### config.mk
export PLATFORM = sky130hd
export DESIGN_NAME = alu_bist
export DESIGN_NICKNAME = d
export VERILOG_FILES = /design/src/rtl/alu_bist.sv
export SDC_FILE = /design/constraint.sdc
export NUM_CORES = 1
export LEC_CHECK = 0
export ABC_AREA = 1
export ABC_CLOCK_PERIOD_IN_PS = 2500
export CAP_MARGIN = 20
export CORE_AREA = 3 3 161 163
export CTS_CLUSTER_SIZE = 40
export DETAILED_ROUTE_END_ITERATION = 8
export DIE_AREA = 0 0 164 166
export PLACE_DENSITY = 0.8
export SKIP_LAST_GASP = 1
export SYNTH_ARGS = -nofsm -noshare
export SYNTH_HDL_FRONTEND = slang
export SYNTH_SLANG_ARGS = --single-unit
### constraint.sdc
create_clock -name CLK -period 2.5 [get_ports CLK]
set_input_delay 0.25 -clock CLK [delete_from_list [all_inputs] [get_ports CLK]]
set_output_delay 0.25 -clock CLK [all_outputs]
set_load 0.05 [all_outputs]
### src/rtl/alu_bist.sv
// Built-in self-test sequencer for the 64-bit ALU: walks a vector table,
// drives operands, waits for the result to settle, and scores {zero, busW}.
//
// state  | meaning
// IDLE   | waiting for start after reset
// FETCH  | vec_addr presented, memory read in flight
// DRIVE  | vector data valid, operands latched onto the ALU buses
// SETTLE | operands held while the ALU result settles
// CHECK  | result compared against the latched expected value
// DONE   | run finished, results held until next start
module alu_bist #(
  parameter int NUM_VECTORS   = 11,
  parameter int SETTLE_CYCLES = 2,
  parameter int ADDR_W        = 4
) (
  input  logic              CLK,
  input  logic              Reset_L,
  input  logic              start,
  output logic [ADDR_W-1:0] vec_addr,
  input  logic [63:0]       vec_a,
  input  logic [63:0]       vec_b,
  input  logic [3:0]        vec_ctrl,
  input  logic [64:0]       vec_exp,
  output logic [63:0]       busA,
  output logic [63:0]       busB,
  output logic [3:0]        ctrl,
  input  logic [63:0]       busW,
  input  logic              zero,
  output logic              busy,
  output logic              done,
  output logic              pass_all,
  output logic [7:0]        pass_count,
  output logic              fail_seen,
  output logic [ADDR_W-1:0] fail_index
);

  typedef enum logic [2:0] {
    IDLE   = 3'd0,
    FETCH  = 3'd1,
    DRIVE  = 3'd2,
    SETTLE = 3'd3,
    CHECK  = 3'd4,
    DONE   = 3'd5
  } stateT;

  localparam logic [ADDR_W-1:0] LAST_IDX    = ADDR_W'(NUM_VECTORS - 1);
  localparam logic [3:0]        SETTLE_LAST = 4'(SETTLE_CYCLES - 1);

  stateT             state;
  logic [ADDR_W-1:0] idx;
  logic [3:0]        settleCnt;
  logic [64:0]       expQ;
  logic              resultMatch;

  assign resultMatch = ({zero, busW} == expQ);

  always_ff @(posedge CLK) begin
    if (!Reset_L) begin
      state      <= IDLE;
      idx        <= '0;
      settleCnt  <= '0;
      expQ       <= '0;
      vec_addr   <= '0;
      busA       <= '0;
      busB       <= '0;
      ctrl       <= '0;
      busy       <= 1'b0;
      done       <= 1'b0;
      pass_all   <= 1'b0;
      pass_count <= '0;
      fail_seen  <= 1'b0;
      fail_index <= '0;
    end else begin
      case (state)
        IDLE, DONE: begin
          if (start) begin
            idx        <= '0;
            vec_addr   <= '0;
            pass_count <= '0;
            fail_seen  <= 1'b0;
            fail_index <= '0;
            done       <= 1'b0;
            pass_all   <= 1'b0;
            busy       <= 1'b1;
            state      <= FETCH;
          end
        end
        FETCH: state <= DRIVE;
        DRIVE: begin
          busA      <= vec_a;
          busB      <= vec_b;
          ctrl      <= vec_ctrl;
          expQ      <= vec_exp;
          settleCnt <= '0;
          state     <= SETTLE;
        end
        SETTLE: begin
          settleCnt <= settleCnt + 4'd1;
          if (settleCnt == SETTLE_LAST) state <= CHECK;
        end
        CHECK: begin
          if (resultMatch) begin
            pass_count <= pass_count + 8'd1;
          end else if (!fail_seen) begin
            fail_index <= idx;
            fail_seen  <= 1'b1;
          end
          // pass_all folds in this final compare since pass_count/fail_seen lag by one edge
          if (idx == LAST_IDX) begin
            busy     <= 1'b0;
            done     <= 1'b1;
            pass_all <= resultMatch && !fail_seen;
            state    <= DONE;
          end else begin
            idx      <= idx + 1'b1;
            vec_addr <= idx + 1'b1;
            state    <= FETCH;
          end
        end
        default: state <= IDLE;
      endcase
    end
  end

endmodule
==> flow_summary_export.csv <==
group,metric,value,unit
sta,hold_ws,284,ps
routing,routed_wl,29.8,mm
status,outcome,"completed",
sta,period_share,87.9,%
cts,cts_root_buf,"clkbuf_16",
final_layout,syn_to_final_growth,57.3,%
floorplan,die-width,164,µm
flow_run,cap_violations,0,
cts,htree_num_levels,1,
critical_path,crit_end,"pass_count[6]",
synthesis,syn_area,0.00915,mm²
sta,finalWorstSetupSlack,304,ps
global_route,grt_pass1_wl,46.5,mm
sta,setup_viol,0,
sta,hold_viol,0,
final_layout,multi_input_area,0.00410,mm²
synthesis,yosysWarnings,0,
floorplan,die_height,166,µm
synthesis,syn_inst,1261,
synthesis,synthesis.nets,1531,
final_layout,nets,1916,
routing,wl_per_cell,15.0,µm
cts,cts_buffers,25,
cts,numClockSinks,224,
sta,setup_tns,0,ps
placement,hpwl,21.6,mm
power_and_ir_drop,power.leakage,5.56,nW
synthesis,synth_top_area_cell,"dfxtp_1",
global_route,track_usage,20.9,%
routing,vias_per_cell,4.70,
final_layout,final_util,58.8,%
floorplan,placementRows,57,
final_layout,drive_gt1_share,5.12,%
critical_path,startpoint,"expQ[56]",
synthesis,ys_async_sr_fraction,0,%
cts,tritoncts,"done",
floorplan,pin_count,417,
sta,min_period,2200,ps
sta,fin_worst_skew,8.91,ps
critical_path,rrSetupSlack,300,ps
synthesis,ys_seq_area_share,49.0,%
cts,hold_buffers,0,
placement,place.gp.congestion,0.856,
routing,drtAntennaViolNets,0,
placement,port_buffers,416,
cts,clk_pin_slew_worst_paths,60,ps
cts,post-cts-setup-buffer-count,0,
sta,slew_violations,0,
floorplan,initial_core_util,37.4,%
sta,slew_headroom,55.3,%
routing,first_pass_iters,5,
floorplan,coreArea,0.0245,mm²
synthesis,synth-edff-count,0,
power_and_ir_drop,ir_drop,0.000910,V
critical_path,path_max_fanout,15,
critical_path,critPathKind,"reg -> reg",
routing,dr.first_iter.drc_count,554,
cts,cts-resized-gates,0,
synthesis,ys_types,37,
critical_path,end_kind,"register",
global_route,grt_pass1_vias,8990,
synthesis,synth_common_cells,"436 x nor2_1, 224 x dfxtp_1, 198 x o21ai_0",
sta,fmax,455,MHz
critical_path,r2r_cells,10,
power_and_ir_drop,pwr_density_cell,1250,mW/mm²
global_route,grt_start_max_net_pins,128,
critical_path,cp-start-kind,"register",
placement,place_ws,-52.8,ps
synthesis,yosysMostFrequentCell,"nor2_1",
synthesis,synth_ff_type,"dfxtp_1",
final_layout,final-seq-area,0.00448,mm²
synthesis,synth-seq-cells,224,
critical_path,r2r-end,"pass_count[6]",
global_route,antenna_found_initial,2,
power_and_ir_drop,power,18.0,mW
routing,drc,0,
critical_path,critPathArrivalTime,2570,ps
cts,max-clock-path-buffers,3,
sta,worst_pin_slew,670,ps
synthesis,syn_area_per_cell,7.26,µm²
critical_path,cp.required,2870,ps
synthesis,yosys-top-cells-area,"dfxtp_1 49%, nor2_1 18%, o21ai_0 11%",
sta,rsz0062_at_grt,"false",
routing,vias,9339,
critical_path,reg2reg_from,"expQ[56]",
worst_hold_path,hold_class,"in -> reg",
global_route,grt_overflow,0,
floorplan,design.die.area,0.0272,mm²
synthesis,yosysTopAreaCellShare,49.0,%
cts,clkLatencyLatePin,510,ps
final_layout,n_fill_cell,2171,
area by class of cell:
type / count / area share, %
clock inverter: 9 / 0.582
multi-input combinational: 895 / 28.5
clock buffer: 33 / 4.76
sequential: 224 / 31.2
antenna: 2 / 0.0348
timing repair buffer: 427 / 30.2
tap: 324 / 2.82
inverter: 73 / 1.97
flip-flops by register name (all words and copies together) (netlist names), 3 cells and up:
| register | flops |
|---|---|
| expQ | 65 |
| busA | 64 |
| busB | 64 |
| pass_count | 8 |
| ctrl | 4 |
| fail_index | 4 |
| idx | 4 |
| settleCnt | 4 |
| state | 3 |
worst max-delay path: stages, from the launching register on:
cell and delay (ps):
dfxtp_1 340, xnor2_1 190, nand2_1 70, nor2_1 330
nand3_1 240, nor2_1 180, nand3_2 130, nand2_2 270
nand2_1 150, nand2_1 100, a21oi_2 50
cell families after synthesis:
family                     Yosys count  share of synthesized area (%)
xor gates and xnor gates            36                           3.44
AOI/OAI and AO/OA                  248                           14.0
and+or+nand+nor                    606                           26.6
DFF                                224                           49.0
buffers and inverters              142                           6.27
adders and majority gates            5                          0.683
layout by cell type, fill, tap and decap left out, drive strengths merged:
master           n
nand4            1
nand2          132
clkinvlp         1
clkinv           6
nor2           440
nand3b           2
a31oi            1
nor3b            1
a21oi           36
buf             12
clkbuf          33
o22ai            1
xnor2           33
dfxtp          224
bufinv           1
a21boi           1
a211oi           4
nand3           21
or2              4
nor3             5
clkdlybuf4s50  415
o21ai          202
diode            2
o211a            1
o211ai           2
xor2             3
inv             74
ha               5
stage by stage:
step | cells | instance area (µm²)
floorplan | 1261 | 9150
global placement | 1943 | 13600
detailed placement | 1943 | 13600
CTS | 1985 | 14400
global route | 1987 | 14400
finish | 1987 | 14400
worst min-delay path by stage:
stage                     cells past startpoint            end  slack, ps  startpoint
after global routing                          3  fail_index[3]        300     Reset_L
after detailed placement                      2       expQ[25]        450    expQ[25]
after floorplan                               2   settleCnt[3]        410     Reset_L
after CTS                                     3  fail_index[2]        260     Reset_L
final                                         3  fail_index[2]        280     Reset_L
after global placement                        2       expQ[25]        440    expQ[25]
power by group:
part           internal, mW  switching (mW)  leakage (nW)
registers              4.82           0.750          1.83
clock network          2.03            1.46         0.378
logic                  3.13            5.84          3.36
total                  9.98            8.05          5.56
per-layer routing:
metal | up-vias | wire, µm | track usage (%)
li1 | 4746 | - | -
met1 | 4199 | 11400 | 23.1
met2 | 324 | 14500 | 37.1
met3 | 70 | 2840 | 7.08
met4 | 0 | 1040 | 7.61
met5 | - | 0 | 0
(Power assumes the default switching activity.)
